$ cat src/rtl/fb_write_arbiter.sv
// Per-frame framebuffer write-port scheduler: grants requesters one at a time in
// index order, forwards the owner's pixels with one registered stage, then requests a swap.
module fb_write_arbiter #(
  parameter int N_REQ = 4,
  parameter int XW    = 10,
  parameter int DW    = 8,
  parameter int TMO   = 20000
) (
  input  logic                Clk,
  input  logic                Reset,
  input  logic [1:0]          frame_clk_edge,
  input  logic [N_REQ-1:0]    req,
  input  logic [N_REQ-1:0]    done,
  input  logic [N_REQ-1:0]    wr_valid_in,
  input  logic [N_REQ*XW-1:0] wr_x_in,
  input  logic [N_REQ*XW-1:0] wr_y_in,
  input  logic [N_REQ*DW-1:0] wr_color_in,
  output logic [N_REQ-1:0]    grant,
  output logic [XW-1:0]       draw_x,
  output logic [XW-1:0]       draw_y,
  output logic [DW-1:0]       draw_color,
  output logic                wr_en,
  output logic                swap,
  output logic                busy,
  output logic                overrun,
  output logic                timeout
);

  localparam int IW = $clog2(N_REQ + 1);
  localparam int CW = $clog2(TMO + 1);

  // state   | meaning
  // S_IDLE  | waiting for frame start
  // S_SCAN  | testing req[idx], one index per cycle
  // S_GRANT | requester idx owns the write port
  // S_SWAP  | one-cycle buffer swap request
  typedef enum logic [1:0] {S_IDLE, S_SCAN, S_GRANT, S_SWAP} state_t;

  state_t            state_q, state_d;
  logic [IW-1:0]     idx_q, idx_d;
  logic [CW-1:0]     cnt_q, cnt_d;
  logic [N_REQ-1:0]  grant_q, grant_d;
  logic [XW-1:0]     draw_x_q, draw_x_d, draw_y_q, draw_y_d;
  logic [DW-1:0]     draw_color_q, draw_color_d;
  logic              wr_en_q, wr_en_d, overrun_q, overrun_d, timeout_q, timeout_d;

  logic              frame_start, tmo_hit;
  logic              sel_req, sel_done, sel_valid;
  logic [XW-1:0]     sel_x, sel_y;
  logic [DW-1:0]     sel_color;

  assign frame_start = (frame_clk_edge == 2'b01);
  assign tmo_hit     = (cnt_q == CW'(TMO - 1));

  // idx can equal N_REQ, so select by compare instead of a direct index
  always_comb begin
    sel_req   = 1'b0;
    sel_done  = 1'b0;
    sel_valid = 1'b0;
    sel_x     = '0;
    sel_y     = '0;
    sel_color = '0;
    for (int i = 0; i < N_REQ; i++) begin
      if (idx_q == IW'(i)) begin
        sel_req   = req[i];
        sel_done  = done[i];
        sel_valid = wr_valid_in[i];
        sel_x     = wr_x_in[i*XW +: XW];
        sel_y     = wr_y_in[i*XW +: XW];
        sel_color = wr_color_in[i*DW +: DW];
      end
    end
  end

  always_comb begin
    state_d      = state_q;
    idx_d        = idx_q;
    cnt_d        = cnt_q;
    grant_d      = grant_q;
    draw_x_d     = draw_x_q;
    draw_y_d     = draw_y_q;
    draw_color_d = draw_color_q;
    wr_en_d      = 1'b0;
    overrun_d    = frame_start && (state_q != S_IDLE);
    timeout_d    = 1'b0;
    case (state_q)
      S_IDLE: begin
        if (frame_start) begin
          state_d = S_SCAN;
          idx_d   = '0;
        end
      end
      S_SCAN: begin
        if (idx_q == IW'(N_REQ)) begin
          state_d = S_SWAP;
        end else if (sel_req) begin
          state_d = S_GRANT;
          grant_d = N_REQ'(1) << idx_q;
          cnt_d   = '0;
        end else begin
          idx_d = idx_q + IW'(1);
        end
      end
      S_GRANT: begin
        wr_en_d = sel_valid;
        if (sel_valid) begin
          draw_x_d     = sel_x;
          draw_y_d     = sel_y;
          draw_color_d = sel_color;
        end
        if (sel_done || tmo_hit) begin
          state_d   = S_SCAN;
          grant_d   = '0;
          idx_d     = idx_q + IW'(1);
          timeout_d = !sel_done;
        end else begin
          cnt_d = cnt_q + CW'(1);
        end
      end
      S_SWAP:  state_d = S_IDLE;
      default: state_d = S_IDLE;
    endcase
  end

  always_ff @(posedge Clk) begin
    if (Reset) begin
      state_q      <= S_IDLE;
      idx_q        <= '0;
      cnt_q        <= '0;
      grant_q      <= '0;
      draw_x_q     <= '0;
      draw_y_q     <= '0;
      draw_color_q <= '0;
      wr_en_q      <= 1'b0;
      overrun_q    <= 1'b0;
      timeout_q    <= 1'b0;
    end else begin
      state_q      <= state_d;
      idx_q        <= idx_d;
      cnt_q        <= cnt_d;
      grant_q      <= grant_d;
      draw_x_q     <= draw_x_d;
      draw_y_q     <= draw_y_d;
      draw_color_q <= draw_color_d;
      wr_en_q      <= wr_en_d;
      overrun_q    <= overrun_d;
      timeout_q    <= timeout_d;
    end
  end

  assign grant      = grant_q;
  assign draw_x     = draw_x_q;
  assign draw_y     = draw_y_q;
  assign draw_color = draw_color_q;
  assign wr_en      = wr_en_q;
  assign overrun    = overrun_q;
  assign timeout    = timeout_q;
  assign busy       = (state_q != S_IDLE);
  assign swap       = (state_q == S_SWAP);

endmodule

$ cat config.mk
export PLATFORM = sky130hd
export DESIGN_NAME = fb_write_arbiter
export DESIGN_NICKNAME = d
export VERILOG_FILES = /design/src/rtl/fb_write_arbiter.sv
export SDC_FILE = /design/constraint.sdc
export NUM_CORES = 1
export LEC_CHECK = 0
export BUFFER_PORTS_ARGS = -buffer_cell sky130_fd_sc_hd__buf_2
export CORE_ASPECT_RATIO = 1.25
export CORE_MARGIN = 1.5
export CORE_UTILIZATION = 34
export DETAILED_ROUTE_END_ITERATION = 6
export GPL_TIMING_DRIVEN = 0
export SLEW_MARGIN = 20
export SYNTH_ARGS = -nofsm -noshare
export SYNTH_HDL_FRONTEND = slang
export SYNTH_SLANG_ARGS = --single-unit
$ cat constraint.sdc
create_clock -name Clk -period 2.21 [get_ports Clk]
set_input_delay 0.442 -clock Clk [delete_from_list [all_inputs] [get_ports Clk]]
set_output_delay 0.442 -clock Clk [all_outputs]
set_load 0.01 [all_outputs]
### After elaboration in Yosys (flattened, before gate mapping)

Index checks and enable logic that the tools add are counted.

* register bits after elaboration: 55

* add/subtract/negate cells: 2
* equal/unequal tests: 16
* shifts and indexed selects: 1
* multiplexer cells: 42
* bitwise operators: 2
* reductions and logical operators: 15

Operators with widths (count)
* $mux W10: 8
* $mux W15: 3
* $mux W8: 4
* $pmux W15 S2: 1
* $add A15 B1 Y15 const B: 1
* $eq A15 B15 Y1 const B: 1
* $mux W1: 12
* $mux W3: 4
* $mux W4: 3
* $ne A2 B2 Y1 const B: 6
* $pmux W3 S3: 1
* $mux W2: 4
* $pmux W2 S4: 1
* $pmux W4 S2: 1
* $reduce_and A4 Y1: 2
* $eq A3 B2 Y1 const B: 2
* $reduce_and A5 Y1: 1
* $eq A2 B1 Y1 const B: 2
* $eq A2 B2 Y1 const B: 2
* $reduce_bool A2 Y1: 2
* $shl A1 B3 Y4 const A: 1
* $add A3 B1 Y3 const B: 1
* $eq A3 B1 Y1 const B: 1
* $eq A3 B3 Y1 const B: 1
* other kinds (12): 13

### Longest topological paths before layout

Gate-level depths: netlist (run 1).

* depth after elaboration: 8
* mapped depth: 11
* mapped depth without buffers: 8

### Worst setup path before layout (run 1)

No wires, ideal clock.

* path type: reg2reg
* start: register idx_q[0]
* end: register cnt_q[10]
* setup time: 70 ps
* arrival: 2114 ps
* path slack: 25 ps
* stages on the path, launching flop included: 10
* path buffers: 2
* cell sequence: dfxtp_1 ha_1 ha_1 buf_6 or2_4 a221oi_4 o21ai_2 buf_6 or4_1 a21oi_1

* word-level cells in the longest chain between the ends: 8
* elaborated cells between the ends (all ways): 18

Ends and longest elaborated chain
* from (decl): line 40 `logic [IW-1:0] idx_q, idx_d;`
* from (signal assigned): line 139 `idx_q <= idx_d;`
* $logic_not A3 Y1: line 64 `if (idx_q == IW'(i)) begin`
* $mux W1 (4 in series): line 64
* $logic_or A1 B1 Y1: line 111 `if (sel_done || tmo_hit) begin`
* $ne A2 B2 Y1 (no source line)
* $reduce_and A4 Y1 (no source line) *
* to (signal assigned): line 140 `cnt_q <= cnt_d;`
* to (decl): line 41 `logic [CW-1:0] cnt_q, cnt_d;`

Mark *: on every way between the ends. The rest lies on a longest branch, timed or not.
A chain may end at the register's enable or synchronous reset.

### Worst setup path in the final report (run 1)

* start: register idx_q[0]
* end: register cnt_q[9]

The elaborated chain is that of the path after synthesis.

==> results of run 1 <==
-- how the worst max path moves through the flow --
stage / from / endpoint / slack [ns]
2_1_floorplan: idx_q[0] / cnt_q[10] / 0.03
3_3_place_gp: idx_q[0] / cnt_q[3] / -0.27
3_5_place_dp: idx_q[1] / draw_color[7] / -0.34
4_1_cts: idx_q[0] / cnt_q[1] / -0.04
5_1_grt: idx_q[1] / cnt_q[1] / -0.16
6_report: idx_q[0] / cnt_q[9] / -0.06
-- stage by stage --
step	cells	TNS [ns]	setup slack, ns
floorplan	435	0	0.0252
global placement	725	-7.30	-0.266
detailed placement	725	-8.87	-0.338
CTS	735	-0.203	-0.0436
global route	741	-1.62	-0.160
finish	741	-0.0984	-0.0585
-- worst max-delay path, cell delays in order, from the launching register on --
cell and delay, ns:
dfxtp_4 0.39, inv_2 0.06, ha_1 0.21, buf_6 0.16, a211oi_4 0.20, o21ai_2 0.11, and2_4 0.15, buf_6 0.13
or3_1 0.35, or3_1 0.31, a21oi_1 0.13
-- layout make-up --
| class | count | area [µm²] |
|---|---|---|
| clock inverter | 2 | 37.5 |
| inverter | 9 | 36.3 |
| tap | 126 | 158 |
| timing repair buffer | 175 | 905 |
| sequential | 55 | 1110 |
| fill | 973 | 4860 |
| clock buffer | 5 | 125 |
| multi-input combinational | 331 | 2200 |
| buffer | 38 | 224 |
-- power groups by stage --
stage / combinational [mW] / sequential (mW) / clock, mW
3_3_place_gp: 2.12 / 1.24 / 0
3_5_place_dp: 2.14 / 1.24 / 0
2_1_floorplan: 1.42 / 1.28 / 0
4_1_cts: 2.22 / 1.22 / 0.897
6_report: 2.38 / 1.23 / 0.882
5_1_grt: 2.64 / 1.25 / 0.939
-- what timing repair did --
item,in CTS,in global routing
pin swaps,6,8
resized for setup,25,40
setup buffers,3,7
setup endpoints to repair,53,52
cloned,1,0
-- state kept, by name (all words and copies together), names as in the netlist --
name	cells
grant	4
draw_color	8
draw_y	10
wr_en	1
state_q	2
draw_x	10
overrun	1
timeout	1
idx_q	3
cnt_q	15
-- metal layers --
| metal | share of wire, % | GRT usage (%) | wire, µm |
|---|---|---|---|
| met1 | 40 | 24.8 | 4780 |
| met2 | 52 | 40.1 | 6220 |
| met3 | 6.7 | 4.85 | 812 |
| met4 | 1.9 | 7.38 | 228 |
| met5 | 0 | 0 | 0 |
-- synthesized netlist by cell type (4+ instances only) --
library cell and n:
clkbuf_1 24, a22oi_1 56, o21ai_1 7, o31a_1 4, inv_1 9, nand3_1 9, nand2_1 50, buf_1 6
or4_1 7, nor2_1 37, nand2b_1 6, a21oi_1 21, buf_2 4, dfxtp_1 55, or3_1 4, a31oi_1 4
a32o_1 4, nor4_1 4, buf_6 6, a211oi_1 28, nor3_1 4, ha_1 10, o21ai_0 40
-- cell families after synthesis --
group / Yosys count / share of synthesized area (%)
buffers and inverters: 49 / 6.91
and+or+nand+nor: 139 / 19.6
AOI/OAI and AO/OA: 182 / 37.3
adders and majority gates: 10 / 3.69
DFF: 55 / 32.5
==> results.md, run 1 <==
* Outcome: finished, violations left
* Failing checks: setup timing
* Worst Hold Launch: Reset
* Final WS setup at -0.0585 ns
* Hold Crit Depth at 3
* Comb power frac at 53.0%
* DP Wirelength at 9.33 mm
* Clk buf depth at 2
* Total of warnings raised by yosys at 0
* Pint at 2.69 mW
* Sw Ratio at 40.1%
* Minimum clock period at 2.27 ns
* WP data arrival at 2.48 ns
* Hold WC Path Type: in -> reg
* Vias per cell at 5.45
* Largest cells by area after synthesis: dfxtp_1 33%, a22oi_1 12%, a211oi_1 6.2%
* Clk sinks at 55
* Synth area leader: dfxtp_1
* Net count, final at 753
* Worst-margin pin slew at 0.593 ns
* R2R setup slack at -0.06 ns
* Final core utilization at 49.7%
* TritonCTS clock tree: done
* Leak pwr at 2.06 nW
* Global-route wire length before repair at 18.4 mm
* Depth of the CTS H-tree at 2
* Final Setup Violations at 2
* DIE WIDTH at 92.3 µm
* Top FF cell, synth: dfxtp_1
* Mapped Area at 3390 µm²
* Hold Slack at 0.449 ns
* Yosys cell types at 46
* Slew HR at 60.3%
* I/O Pins at 165
* Clock network power share at 19.6%
* Final hold violation count at 0
* WL/cell at 16.2 µm
* Tcrit/Tclk final at 103%
* Min-Delay Endpoint: cnt_q[1]
* Initial antenna violation count at 0
* Worst vdd ir at 0.481 mV
* Commonest non-fill, non-tap cells in the layout: 168 x buf_2, 56 x a22oi_1, 52 x dfxtp_1
* Startpoint types: flop
* Commonest non-fill, non-tap cell in the layout: buf_2
* Core ar. at 9660 µm²
* PortBufs at 164
* Post-synth EDFFs at 0
* Clock transition at path regs at 0.07 ns
* Post-route cell area at 4800 µm²
* Vias in the first global route at 3798
* CP endpoint kind: flop
* Root Buffer: clkbuf_16
* Pin count of the biggest net entering global routing at 17
* Max Fclk at 441 MHz
* RSZ-0062 raised after global routing: yes
* DR iter-0 viols at 182
* Layout cells sized above 1 at 38.5%
* Grt ovf at 0
* Sequential fraction of the synthesis area at 32.5%
* Worst setup path category: reg -> reg
* Ys async rst share at 0%
* Number of remaining DRC errors at 0
* Syn Area/Cell at 7.79 µm²
* Synth Instances at 435
* DRT antenna net count at 0
* Initial core utilization at 35.1%
* Vias at 4036
* Area delta synth->final at 41.6%
* Placer Congestion at 0.794
* CTS Buf Count at 5
* Sequential power share at 27.4%
* Critical R2R Launch: idx_q[0]
* PwrDens at 938 nW/µm²
* Cell Area, Placed at 4370 µm²
* Slew Viols, Final at 0
* Die Y-Extent at 115 µm
* Total power at 4.50 mW
* DR pass1 iterations at 5
* Share of the synthesized area in the top cell type at 32.5%
* Drt total wl at 12.0 mm
* Total track usage at 21.9%
* Hold Buf Count CTS at 0
* Worst reg-to-reg path cell count at 10
* Reg2reg end: cnt_q[9]
* MaxCap Viol Count at 0
* Skew-Pair Late Insertion Delay at 0.29 ns
* Rows at 40
* Antenna cells at 0
* Die ar. at 10600 µm²
* Max Fanout on Critical Path at 9
* WP data required at 2.43 ns
* Synth Register Bits at 55
* Clk_skew at 0.00482 ns
* Syn Nets at 573
* Net Switching at 1.80 mW
(Power assumes the default switching activity.)
==> run 2, diff against run 1 <==
--- a/config.mk
+++ b/config.mk
@@ -8,9 +8,10 @@
 export BUFFER_PORTS_ARGS = -buffer_cell sky130_fd_sc_hd__buf_2
 export CORE_ASPECT_RATIO = 1.25
 export CORE_MARGIN = 1.5
-export CORE_UTILIZATION = 34
+export CORE_UTILIZATION = 42
 export DETAILED_ROUTE_END_ITERATION = 6
 export GPL_TIMING_DRIVEN = 0
+export PLACE_DENSITY = 0.77
 export SLEW_MARGIN = 20
 export SYNTH_ARGS = -nofsm -noshare
 export SYNTH_HDL_FRONTEND = slang
==> results.md, run 2 (synthesis gave the netlist of run 1 again) <==
* WP data required at 2.45 ns
* Max Fclk at 434 MHz
* DIE WIDTH at 83.3 µm
* Leak pwr at 2.10 nW
* Commonest non-fill, non-tap cells in the layout: 169 x buf_2, 56 x a22oi_1, 52 x dfxtp_1
* Final hold violation count at 0
* Worst-margin pin slew at 0.757 ns
* RSZ-0062 raised after global routing: yes
* Filler cell count at 728
* Commonest non-fill, non-tap cell in the layout: buf_2
* PortBufs at 164
* Failing checks: setup timing
* Largest reg by FF count: cnt_q
* Clk_skew at 0.00622 ns
* Inst Count DP at 694
* Pin count of the biggest net entering global routing at 17
* Vias per cell at 5.98
* Max reg flops at 15
* Final Setup Violations at 17
* Clock transition at path regs at 0.10 ns
* Final WS setup at -0.0956 ns
* DR pass1 iterations at 5
* Grt ovf at 0
* I/O Pins at 165
* Hold Slack at 0.396 ns
* TritonCTS clock tree: done
* Outcome: finished, violations left
* Die Y-Extent at 103 µm
* Clk buf depth at 2
* Root Buffer: clkbuf_8
* Global-route wire length before repair at 19.0 mm
* CP endpoint kind: flop
* Rows at 36
* MaxCap Viol Count at 0
* Initial antenna violation count at 2
* Minimum clock period at 2.31 ns
* Worst setup path category: reg -> reg
* Slew Viols, Final at 0
* Slew HR at 49.1%
* Worst vdd ir at 0.553 mV
* Drt total wl at 13.0 mm
* DR iter-0 viols at 452
* Number of remaining DRC errors at 0
* Layout cells sized above 1 at 40.4%
* Placer Congestion at 0.915
* Vias in the first global route at 3915
* WP data arrival at 2.55 ns
* DRT antenna net count at 0
* Core ar. at 7790 µm²
* Depth of the CTS H-tree at 2
* Startpoint types: flop
* WL/cell at 18.0 µm
* Tcrit/Tclk final at 104%
* Max Fanout on Critical Path at 7
* Skew-Pair Late Insertion Delay at 0.31 ns
* PwrDens at 957 nW/µm²
* Dpl ws at -0.264 ns
* Vias at 4328
* CTS Buf Count at 5
* DP Wirelength at 9.32 mm
* Hold WC Path Type: in -> reg
* Total track usage at 27.5%
* Clk sinks at 55
* Net count, final at 764
* Total power at 4.63 mW
* Non-Filler Instances at 724
* Initial core utilization at 43.5%
* Final core utilization at 62.0%
* Area delta synth->final at 42.7%
* Die ar. at 8620 µm²
[run 2: cell types whose count changed in the layout (fill, tap and decap cells not counted), sizes merged]
cell      before  now
buf          188  199
bufinv         1    2
clkbuf        30   31
clkinvlp       1    0
diode          0    2
[run 2: timing repair]
action / 4_1_cts / 5_1_grt
gates resized for setup: 25 / 64
setup endpoints to repair: 48 / 52
hold buffers: 0 / 0
cloned: 1 / 1
pin swaps: 7 / 21
setup buffers: 3 / 18
[run 2: metal layers]
metal  up-vias  share of wire, %  global-route usage, %
met5         -                 0                      0
met4         0               4.3                   12.3
met3        54               9.0                   7.38
met2       261                50                   50.1
met1      2000                37                   30.5
li1       2013                 -                      -
[run 2: cell type report]
class,count,area [µm²],area share (%)
plain buffers,37,208,4.30
multi-input cells,331,2210,45.7
clock buffers,6,72.6,1.50
repair buffers,187,1010,20.9
inverters,9,41.3,0.854
diodes,2,5.00,0.104
well taps,95,119,2.46
clock inverters,2,60.1,1.24
flip-flops and latches,55,1110,23.0
[run 2: per-stage QoR]
step | TNS (ns) | instance area [µm²]
floorplan | 0 | 3390
CTS | -0.445 | 4540
global route | -4.59 | 4830
finish | -0.684 | 4830
detailed placement | -7.28 | 4330
global placement | -4.07 | 4330
[run 2: critical path, stage by stage, from the launching register on]
cell      delay, ns
dfxtp_4        0.40
inv_4          0.05
ha_4           0.15
buf_6          0.12
nand3b_1       0.20
a221oi_4       0.42
o21ai_4        0.15
buf_4          0.16
buf_6          0.11
or3_1          0.31
a21oi_1        0.15
[run 2: path summary, 6_finish.rpt]
check | startpoint | slack [ns] | depth (start not counted) | endpoint
setup / recovery | idx_q[1] | -0.1 | 10 | cnt_q[9]
hold / removal | Reset | 0.40 | 3 | cnt_q[1]
setup reg to reg | idx_q[1] | -0.1 | 10 | cnt_q[9]
hold reg to reg | grant[0] | 0.48 | 1 | grant[0]
[run 2: power by group]
part / switching (mW) / total (mW) / internal [mW]
combinational: 1.46 / 2.59 / 1.13
clock: 0.344 / 0.798 / 0.453
sequential: 0.102 / 1.24 / 1.13
total: 1.91 / 4.63 / 2.72
==> run 3, diff against run 2 <==
==> config.mk (replaced) <==
export PLATFORM = sky130hd
export DESIGN_NAME = fb_write_arbiter
export DESIGN_NICKNAME = d
export VERILOG_FILES = /design/src/rtl/fb_write_arbiter.sv
export SDC_FILE = /design/constraint.sdc
export NUM_CORES = 1
export LEC_CHECK = 0
export BUFFER_PORTS_ARGS = -buffer_cell sky130_fd_sc_hd__buf_4
export CELL_PAD_IN_SITES_DETAIL_PLACEMENT = 0
export CELL_PAD_IN_SITES_GLOBAL_PLACEMENT = 1
export CORE_ASPECT_RATIO = 1.25
export CORE_UTILIZATION = 29
export DETAILED_ROUTE_END_ITERATION = 6
export GPL_TIMING_DRIVEN = 0
export PLACE_DENSITY_LB_ADDON = 0.1
export SLEW_MARGIN = 20
export SYNTH_ARGS = -nofsm -noshare
export SYNTH_HDL_FRONTEND = slang
export SYNTH_SLANG_ARGS = --single-unit
==> results.md, run 3 (synthesis gave the netlist of run 1 again) <==
* Number of remaining DRC errors at 0
* Vias at 4011
* Reg2reg end: cnt_q[1]
* Critical path depth at 9
* Worst setup path category: reg -> reg
* Max incr delay on CP at 0.50 ns
* CP delay by family, top: simple AND/OR/NAND/NOR gates
* Worst setup startpoint: idx_q[1]
* Outcome: finished, violations left
* Crit path buf inv count at 3
* Final WS setup at -0.00670 ns
* Vias in the first global route at 4010
* Slowest-stage cell, CP: or4b_1
* Total track usage at 21.9%
* PwrDens at 898 nW/µm²
* Die ar. at 12100 µm²
* Die Y-Extent at 123 µm
* Sum Neg Setup Slack at -0.00670 ns
* WP data arrival at 2.45 ns
* CP endpoint kind: flop
* Worst setup path end: cnt_q[1]
* Vias per cell at 5.36
* Drt total wl at 13.0 mm
* Area delta synth->final at 54.1%
* Antenna cells at 0
* Max Fanout on Critical Path at 7
* Clk_skew at 0.0126 ns
* Net count, final at 752
* Commonest non-fill, non-tap cells in the layout: 179 x buf_4, 56 x a22oi_1, 51 x dfxtp_1
* DRT antenna net count at 0
* Skew-Pair Late Insertion Delay at 0.30 ns
* Critical R2R Launch: idx_q[1]
* Root Buffer: clkbuf_16
* Grt ovf at 0
* Hold WC Path Type: in -> reg
* Startpoint types: flop
* Pin count of the biggest net entering global routing at 16
* Filler cell count at 1164
* MaxCap Viol Count at 0
* M1 GR Usage at 25.6%
* Depth of the CTS H-tree at 2
* R2R setup slack at -0.007 ns
* DR pass1 iterations at 4
* Hold Buf Count CTS at 0
* Dpl ws at -0.395 ns
* GR Util met2 at 40.3%
* Most used cell, CP: buf_6
* Failing checks: setup timing
* Slew HR at 45.8%
* Clk buf depth at 2
* Final hold violation count at 0
* WL/cell at 17.3 µm
* Leak pwr at 2.16 nW
* Max reg flops at 15
* Global-route wire length before repair at 20.6 mm
* CTS Buf Count at 5
* Layout cells sized above 1 at 40.2%
* Core ar. at 11200 µm²
* TritonCTS clock tree: done
* Crit-path cells: inv_4 > ha_4 > buf_6 > nand3b_1 > a221oi_4 > o21ai_4 > buf_6 > or4b_1 > o21ai_1
* DP Wirelength at 9.91 mm
* Seq. cell area at 1110 µm²
* Clock transition at path regs at 0.08 ns
* DIE WIDTH at 98.7 µm
* PortBufs at 164
* Commonest non-fill, non-tap cell in the layout: buf_4
* Clk sinks at 55
* I/O Pins at 165
* Worst vdd ir at 0.458 mV
* WP data required at 2.44 ns
* GRT Max-Usage Layer: met2
* Worst reg-to-reg path cell count at 9
* Minimum clock period at 2.22 ns
* Final Setup Violations at 1
* Largest reg by FF count: cnt_q
* Max Fclk at 451 MHz
* DR iter-0 viols at 92
* Initial core utilization at 30.1%
* Placer Congestion at 0.802
* Rows at 43
* Slew Viols, Final at 0
* Worst-margin pin slew at 0.807 ns
* GR Util met3 at 4.56%
* RSZ-0062 raised after global routing: yes
* Tcrit/Tclk final at 100%
* Multi-input logic area at 2200 µm²
* Initial antenna violation count at 0
run 3: cell types whose count changed in the layout (fill, tap and decap cells not counted), moves of 3 or more:
cell | previous run | this run
clkbuf_16 | 0 | 5
clkbuf_1 | 14 | 11
buf_2 | 169 | 4
o21ai_0 | 29 | 34
o21ai_1 | 16 | 10
clkbuf_8 | 5 | 2
buf_4 | 20 | 179
run 3: area by class of cell:
class | instances | share of cell area [%]
inverters | 9 | 0.695
multi-input cells | 331 | 42.2
flip-flops and latches | 55 | 21.3
clock buffers | 6 | 2.66
well taps | 135 | 3.24
plain buffers | 36 | 4.46
repair buffers | 176 | 25.3
clock inverters | 1 | 0.0959
run 3: stage by stage:
stage | hold slack, ns | cells | cell area (µm²) | total power [mW] | util (%)
floorplan | 0.453 | 435 | 3390 | 2.70 | -
global placement | 0.458 | 734 | 4790 | 3.56 | 42.6
detailed placement | 0.477 | 734 | 4790 | 3.58 | 42.6
CTS | 0.412 | 747 | 5100 | 4.60 | 45.3
global route | 0.442 | 749 | 5220 | 5.04 | 46.4
finish | 0.416 | 749 | 5220 | 4.69 | 46.4
run 3: how the worst min path moves through the flow:
| stage | startpoint | end | cells past startpoint |
|---|---|---|---|
| 3_3_place_gp | grant[2] | grant[2] | 1 |
| 2_1_floorplan | cnt_q[14] | cnt_q[14] | 2 |
| 4_1_cts | Reset | cnt_q[1] | 3 |
| 5_1_grt | Reset | cnt_q[1] | 3 |
| 3_5_place_dp | grant[2] | grant[2] | 1 |
| 6_report | Reset | cnt_q[1] | 3 |
run 3: tightest hold or removal path, cell delays in order:
cell and delay (ns):
buf_4 0.09, or4b_1 0.09, o21ai_1 0.05
run 3: repair_timing:
item	CTS	global route
resized for setup	42	38
buffers inserted	6	5
setup endpoints to repair	53	53
gates cloned	1	0
pin swaps	17	11
run 3: per-layer routing:
layer | vias to the layer above | part of all wire, %
met2 | 138 | 52
met5 | - | 0
met3 | 15 | 5.8
met1 | 1876 | 40
li1 | 1982 | -
met4 | 0 | 1.6
run 3: where the power goes:
group          internal (mW)  switching (mW)  total [mW]
Clock                  0.444           0.369       0.813
Combinational           1.20            1.43        2.63
Sequential              1.13           0.106        1.24
